## src/rtl/sdram_arbiter.sv

```systemverilog
// sdram_arbiter: shares the SDRAM controller port between the Z80 CPU
// and the HPS ioctl loader, one access at a time, with a timeout abort.
module sdram_arbiter #(
  parameter int AW       = 25,
  parameter int DW       = 8,
  parameter int DL_BURST = 16,
  parameter int TIMEOUT  = 64
) (
  input  logic          clk_sys,
  input  logic          reset,
  input  logic          cpu_req,
  input  logic          cpu_we,
  input  logic [AW-1:0] cpu_addr,
  input  logic [DW-1:0] cpu_din,
  output logic [DW-1:0] cpu_dout,
  output logic          cpu_ack,
  input  logic          ioctl_download,
  input  logic          ioctl_wr,
  input  logic [AW-1:0] ioctl_addr,
  input  logic [DW-1:0] ioctl_dout,
  output logic          ioctl_wait,
  output logic          copy_in_progress,
  output logic          mem_req,
  output logic          mem_we,
  output logic [AW-1:0] mem_addr,
  output logic [DW-1:0] mem_din,
  input  logic [DW-1:0] mem_dout,
  input  logic          mem_ready,
  output logic          timeout_err
);

  localparam int BW = $clog2(DL_BURST + 1);
  localparam int TW = $clog2(TIMEOUT + 1);
  localparam logic [BW-1:0] BMAX  = BW'(DL_BURST);
  localparam logic [TW-1:0] TLAST = TW'(TIMEOUT - 1);

  typedef enum logic [1:0] {
    IDLE,
    DL_ACC,
    CPU_ACC
  } state_t;

  state_t        state;
  state_t        state_nx;
  logic          lat_pend;
  logic [AW-1:0] lat_addr;
  logic [DW-1:0] lat_data;
  logic [BW-1:0] burst;
  logic [TW-1:0] tcnt;
  logic          dl_pend;
  logic          go_dl;
  logic          go_cpu;
  logic          fin;
  logic          expire;

  // A strobe arriving in IDLE competes in the same cycle it is latched.
  assign dl_pend = lat_pend | ioctl_wr;

  always_comb begin
    state_nx = state;
    go_dl    = 1'b0;
    go_cpu   = 1'b0;
    fin      = 1'b0;
    expire   = 1'b0;
    unique case (state)
      IDLE: begin
        if (dl_pend && (!cpu_req || burst < BMAX)) begin
          go_dl    = 1'b1;
          state_nx = DL_ACC;
        end else if (cpu_req) begin
          go_cpu   = 1'b1;
          state_nx = CPU_ACC;
        end
      end
      DL_ACC, CPU_ACC: begin
        expire = !mem_ready && (tcnt == TLAST);
        fin    = mem_ready || expire;
        if (fin) state_nx = IDLE;
      end
      default: state_nx = IDLE;
    endcase
  end

  always_ff @(posedge clk_sys) begin
    if (reset) state <= IDLE;
    else       state <= state_nx;
  end

  always_ff @(posedge clk_sys) begin
    if (reset) begin
      lat_pend    <= 1'b0;
      lat_addr    <= '0;
      lat_data    <= '0;
      burst       <= '0;
      tcnt        <= '0;
      mem_req     <= 1'b0;
      mem_we      <= 1'b0;
      mem_addr    <= '0;
      mem_din     <= '0;
      cpu_ack     <= 1'b0;
      cpu_dout    <= '0;
      timeout_err <= 1'b0;
    end else begin
      mem_req <= go_dl | go_cpu;
      cpu_ack <= 1'b0;
      if (ioctl_wr && !lat_pend) begin
        lat_pend <= 1'b1;
        lat_addr <= ioctl_addr;
        lat_data <= ioctl_dout;
      end
      if (go_dl) begin
        mem_we   <= 1'b1;
        mem_addr <= lat_pend ? lat_addr : ioctl_addr;
        mem_din  <= lat_pend ? lat_data : ioctl_dout;
        tcnt     <= '0;
      end
      if (go_cpu) begin
        mem_we   <= cpu_we;
        mem_addr <= cpu_addr;
        mem_din  <= cpu_din;
        tcnt     <= '0;
      end
      if (state != IDLE && !fin) tcnt <= tcnt + TW'(1);
      if (fin) begin
        mem_we <= 1'b0;
        if (expire) timeout_err <= 1'b1;
      end
      if (fin && state == DL_ACC) begin
        lat_pend <= 1'b0;
        if (!cpu_req)            burst <= '0;
        else if (burst != BMAX)  burst <= burst + BW'(1);
      end
      if (fin && state == CPU_ACC) begin
        cpu_ack <= 1'b1;
        burst   <= '0;
        if (expire)      cpu_dout <= {DW{1'b1}};
        else if (mem_we) cpu_dout <= '0;
        else             cpu_dout <= mem_dout;
      end
    end
  end

  assign ioctl_wait       = lat_pend;
  assign copy_in_progress = ioctl_download | lat_pend | (state == DL_ACC);

endmodule

```

## config.mk

```make
export PLATFORM = sky130hd
export DESIGN_NAME = sdram_arbiter
export DESIGN_NICKNAME = d
export VERILOG_FILES = /design/src/rtl/sdram_arbiter.sv
export SDC_FILE = /design/constraint.sdc
export NUM_CORES = 1
export LEC_CHECK = 0
export CAP_MARGIN = 15
export CORE_ASPECT_RATIO = 1.4
export CORE_UTILIZATION = 25
export CTS_BUF_LIST = sky130_fd_sc_hd__clkbuf_16
export CTS_CLUSTER_SIZE = 10
export DETAILED_ROUTE_END_ITERATION = 10
export PLACE_DENSITY = 0.46
export SYNTH_ARGS = -nofsm -noshare
export SYNTH_HDL_FRONTEND = slang
export SYNTH_SLANG_ARGS = --single-unit
export TNS_END_PERCENT = 1
```

## constraint.sdc

```tcl
create_clock -name clk_sys -period 2.3 [get_ports clk_sys]
set_clock_uncertainty 0.05 [all_clocks]
set_input_delay 0.23 -clock clk_sys [delete_from_list [all_inputs] [get_ports clk_sys]]
set_output_delay 0.23 -clock clk_sys [all_outputs]
set_load 0.03 [all_outputs]
```

==> reports/metrics.cfg, run 1 <==
[synthesis]
seq_area_frac_synth_pct=42.9
ys.flop_type=dfxtp_1
synth-simple-area-share_pct=15.8
syn-num-nets=611
synth-compound-area-share_pct=25.7
ys_seq_elements=93
synth_edf_count=0
synth_cell_types=45
synthCells=524
synth_top_family_by_area=compound AO/OA/AOI/OAI gates
ys.warnings.count=0
synth-adder-area-share_pct=1.73
synth.avg_cell_area_um2=8.29
synthMuxAreaShare_pct=8.09
syn_area_um2=4340
synth_xor_area_share_pct=0.202
async_reset_ff_share_pct=0

[floorplan]
die_h_um=158
ioPinCount=128
die_w_um=113
core-area_um2=16900
die-area_um2=17900
rows=56
initial_core_util_pct=25.7

[clock_tree]
clk_path_buf_depth=2
cts-root-buf=clkbuf_16
clk_pin_slew_ns=0.07
insertion_delay_ns=0.34
cts-hold-fix-buffers=0
cts.sinks=93
cts_setup_buffers=0
tritoncts=yes
htree_levels=3
ctsResizeCount=0
cts_inserted_buffers=9

[timing]
hold_violations=0
fin_crit_ns=2.20
fin_setup_tns_ns=0
tightest_slew_ns=0.711
whs_ns=0.341
fmax_ghz=0.455
finalSetupViolations=0
slew_violations=0
post-route-period-util_pct=95.6
rsz0062_at_grt=no
maxSlewHeadroom_pct=52.6

[global_route]
grt_util_all_layers_pct=15.0
grt_max_degree=42
gr-total-overflow=0
grt_pass1_vias=4071
grt_pass1_wl_um=20900
antenna_found_initial=0

[route]
viasPerCell=4.65
drt-total-wl_um=13000
via_count=4064
initialDrtViolationCount=147
drcViolationCount=0
avgRoutedWirePerCell_um=14.9
drtAntennaViolNets=0
drt_first_pass_iters=4

[placement]
dp_cells=858
port_buffers=127
hpwl_um=9210
gp_congestion=0.763

[run]
cap_violations=0

[worst_setup_path]
cp_slowest_cell=clkdlybuf4s50_1
r2r_cells=6
endpoint_kind=primary output
path_max_fanout=3
r2r_start=state[0]
r2r_setup_slack_ns=0.33
critical_path_required_ns=2.02
crit_type=flip-flop to primary output
max_stage_delay_ns=0.61
cp.arrival_ns=1.92
crit_cells=4
cp_num_buf_inv=2
critPathLaunchType=flip-flop
cp-endpoint=copy_in_progress
crit_chain=inv_1 > ha_1 > or3_1 > clkdlybuf4s50_1
startpoint=state[1]
cpLargestDelayFamily=buffers and inverters
reg2reg_to=tcnt[2]

[power]
peakVddDrop_uv=267
total_leakage_power_uw=0.00219
pwr_density_cell_nw_per_um2=767
finalPower_uw=4700

[final_layout]
finalNetCount=724
layoutNonFillerInstCount=874
utilization_pct=36.2
multiInputGateArea_um2=2250
num-fill-cells=1787
regArea_um2=1860
num_antenna_cells=0
drive_gt1_share_pct=7.01
area_growth_pct=40.9

[run_status]
status=finished clean

[min_path]
hold_class=primary input to flip-flop

-- kinds of logic (layout without fill, tap and decap cells) --
logic type,Yosys count,in the layout
buffers and inverters,48,166
AOI/OAI and AO/OA,185,185
muxes,35,35
DFF,93,93
adders and majority gates,6,6
and+or+nand+nor,156,156
xor gates and xnor gates,1,1
-- worst min-delay path, cell delays in order --
cell     delay [ns]
buf_2          0.15
a31oi_1        0.07
o31ai_1        0.17
a21oi_1        0.06
-- cell usage after synthesis, drive strengths merged (2+ instances only) --
library cell	number	area share, %
a21o	4	0.69
a21oi	81	9.3
a22o	7	1.4
a31oi	3	0.78
and3	4	0.58
buf	15	2.7
clkbuf	26	2.2
dfxtp	93	43
ha	6	1.7
inv	7	0.60
mux2i	34	7.8
nand2	114	9.9
nand2b	2	0.29
nand3	3	0.35
nand4	2	0.29
nand4b	3	0.60
nor2	11	0.95
nor2b	3	0.43
nor3	4	0.58
o211ai	33	5.7
o21ai	47	5.5
o31a	2	0.40
o31ai	3	0.84
or3	2	0.29
or4b	2	0.46
-- metrics by stage --
stage	worst slack [ns]	cell area, um2
detailed placement	0.325	5830
global route	0.0269	6120
finish	0.102	6120
CTS	0.0971	6120
floorplan	0.461	4340
global placement	0.371	5830
-- per-layer routing --
layer / up-vias / track usage (%) / share of wire [%]
li1: 2079 / - / -
met1: 1873 / 17.0 / 43
met2: 96 / 26.6 / 49
met3: 16 / 3.83 / 5.6
met4: 0 / 6.33 / 2.0
met5: - / 0 / 0
-- worst min-delay path by stage --
stage	startpoint	endpoint	slack (ns)	cells after the start
finish	reset	burst[2]	0.34	4
CTS	reset	burst[2]	0.33	4
global route	reset	burst[2]	0.37	4
floorplan	ioctl_addr[0]	lat_addr[0]	0.32	2
global placement	cpu_dout[7]	cpu_dout[7]	0.39	2
detailed placement	cpu_dout[7]	cpu_dout[7]	0.39	2
-- cells in the final DEF (no fill, tap or decap), types with 6 or more instances in the layout --
| master | netlist | layout |
|---|---|---|
| o211ai_1 | 33 | 33 |
| clkbuf_16 | 0 | 9 |
| nor2_1 | 11 | 11 |
| dfxtp_1 | 93 | 92 |
| ha_1 | 6 | 6 |
| mux2i_1 | 34 | 34 |
| a21oi_1 | 81 | 81 |
| inv_1 | 7 | 7 |
| buf_4 | 5 | 15 |
| o21ai_0 | 39 | 39 |
| o21ai_1 | 7 | 7 |
| a22o_1 | 7 | 7 |
| nand2_1 | 114 | 114 |
| clkdlybuf4s50_1 | 0 | 126 |
-- state kept, by name (all words and copies together), names as in the netlist --
signal       count
burst            5
cpu_ack          1
cpu_dout         8
ioctl_wait       1
lat_addr        25
lat_data         8
mem_addr        25
mem_din          8
mem_req          1
mem_we           1
state            2
tcnt             7
timeout_err      1
-- layout make-up --
type / count / area share, %
well taps: 232 / 4.74
inverters: 7 / 0.429
flip-flops and latches: 93 / 30.4
clock inverters: 7 / 1.08
clock buffers: 9 / 3.68
repair buffers: 143 / 22.9
multi-input cells: 383 / 36.8
-- power by group --
part / internal (uW) / switching [uW]
clock: 836 / 660
combinational: 586 / 775
sequential: 1760 / 79.4
Power figures use the tool's default switching activity.
==> run 2: changes to the inputs <==
- GPL_ROUTABILITY_DRIVEN: default -> 0
==> results of run 2 <==
Final layout, timing and power as in run 1 (identical DEF).
==> run 3: changes to the inputs <==
- CELL_PAD_IN_SITES_DETAIL_PLACEMENT: default -> 1
- CELL_PAD_IN_SITES_GLOBAL_PLACEMENT: default -> 1
- CORE_MARGIN: default -> 4
- PLACE_DENSITY: 0.46 -> 0.59
==> reports/metrics.cfg, run 3 (synthesis results as in run 1) <==
[run_status]
status=finished clean

[worst_setup_path]
r2r_setup_slack_ns=0.21
endpoint_kind=primary output
path_max_fanout=3
critical_path_required_ns=2.02
cp_num_buf_inv=2
r2r_cells=6
r2r_start=state[0]
crit_type=flip-flop to primary output
cp_slowest_cell=clkdlybuf4s50_1
crit_chain=inv_1 > ha_1 > or3_1 > clkdlybuf4s50_1
reg2reg_to=mem_addr[19]
max_stage_delay_ns=0.62
cp.arrival_ns=1.91
cpLargestDelayFamily=buffers and inverters
critPathLaunchType=flip-flop

[clock_tree]
insertion_delay_ns=0.34
tritoncts=yes
cts.sinks=93
clk_pin_slew_ns=0.07
cts-hold-fix-buffers=0
cts_setup_buffers=0
cts_inserted_buffers=9
htree_levels=3
cts-root-buf=clkbuf_16
clk_path_buf_depth=2
ctsResizeCount=0

[final_layout]
biggestRegsByFlops=lat_addr x25, mem_addr x25
layoutNonFillerInstCount=871
multiInputGateArea_um2=2250
final_common_cell=clkdlybuf4s50_1
regArea_um2=1860
num-fill-cells=1990
final_cell_mix=clkdlybuf4s50_1, nand2_1, dfxtp_1
area_growth_pct=40.2
drive_gt1_share_pct=6.42
num_antenna_cells=0
finalNetCount=721

[power]
p_sw_share_pct=32.2
total_leakage_power_uw=0.00220
combPwrFrac_pct=29.6
pwr_density_cell_nw_per_um2=769
finalPower_uw=4680
p_int_uw=3170
pwr-share-seq_pct=39.4
pwr-share-clk_pct=31.0
peakVddDrop_uv=283
p_switching_uw=1510

[route]
drtAntennaViolNets=0
initialDrtViolationCount=132
avgRoutedWirePerCell_um=16.5
drt-total-wl_um=14400
via_count=4179
viasPerCell=4.80
drcViolationCount=0
drt_first_pass_iters=4

[timing]
maxSlewHeadroom_pct=47.4
slew_violations=0
fin_setup_tns_ns=0
finalSetupViolations=0
fin_crit_ns=2.19
rsz0062_at_grt=no
tightest_slew_ns=0.788
hold_violations=0
fmax_ghz=0.456
post-route-period-util_pct=95.3

[global_route]
grt_max_degree=50
grt_util_all_layers_pct=15.0
grt_pass1_vias=4606
grt_pass1_wl_um=23700
gr-total-overflow=0
antenna_found_initial=0

[placement]
port_buffers=127
dp_cells=855
hpwl_um=9960

[floorplan]
ioPinCount=128
initial_core_util_pct=25.7
rows=56
die_w_um=119
die_h_um=164
die-area_um2=19600
core-area_um2=16900

[min_path]
hold_depth=2
hold_class=primary input to flip-flop
min_from=reset
holdPathEnd=lat_data[5]

[run]
cap_violations=0

==> run 3: cell count changes in the layout (fill, tap and decap cells not counted) <==
cell	before	now
buf_4	15	12
or2_2	0	1
clkinv_1	1	0
clkinv_4	0	1
clkinvlp_4	3	0
inv_1	7	10
or2_1	1	0
==> run 3: how the worst max path moves through the flow <==
| stage | start | to | slack [ns] | cells past startpoint |
|---|---|---|---|---|
| after CTS | state[1] | copy_in_progress | 0.10 | 4 |
| after floorplan | state[0] | tcnt[2] | 0.46 | 6 |
| after global routing | state[0] | mem_addr[1] | 0.03 | 6 |
| after detailed placement | state[0] | mem_addr[16] | 0.20 | 6 |
| final | state[1] | copy_in_progress | 0.11 | 4 |
| after global placement | cpu_req | burst[0] | 0.28 | 6 |
==> run 3: stage by stage <==
step                      util [%]  setup slack [ns]  area [um2]  hold WS [ns]
after floorplan                  -             0.461        4340         0.316
after global placement        34.4             0.284        5810         0.386
after detailed placement      34.4             0.197        5810         0.394
after CTS                     36.1             0.102        6090         0.366
after global routing          36.1            0.0276        6090         0.401
final                         36.1             0.107        6090         0.369
==> run 3: cell type report <==
cell class,count,area share [%]
multi-input combinational,383,36.9
sequential,93,30.6
timing repair buffer,140,22.6
tap,232,4.76
clock buffer,9,3.70
clock inverter,7,0.986
inverter,7,0.431
==> run 3: power groups by stage <==
stage	Combinational [uW]	Sequential, uW	Clock, uW
final	1380	1840	1450
after global routing	1510	1860	1590
after CTS	1410	1850	1520
after detailed placement	1410	1880	0
after global placement	1380	1870	0
after floorplan	632	2060	0
==> run 3: layer usage <==
metal | vias up | GRT usage (%) | part of all wire (%)
met5 | - | 0 | 0
met4 | 0 | 4.48 | 1.5
met3 | 14 | 4.27 | 5.9
met2 | 96 | 27.4 | 50
met1 | 2002 | 16.7 | 43
li1 | 2067 | - | -
==> run 3: worst register-to-register path, stage by stage, from the launching register on <==
cell,delay [ns]
dfxtp_1,0.32
inv_1,0.11
ha_1,0.34
nand2_1,0.12
or2_2,0.61
o211ai_1,0.32
a21oi_1,0.09
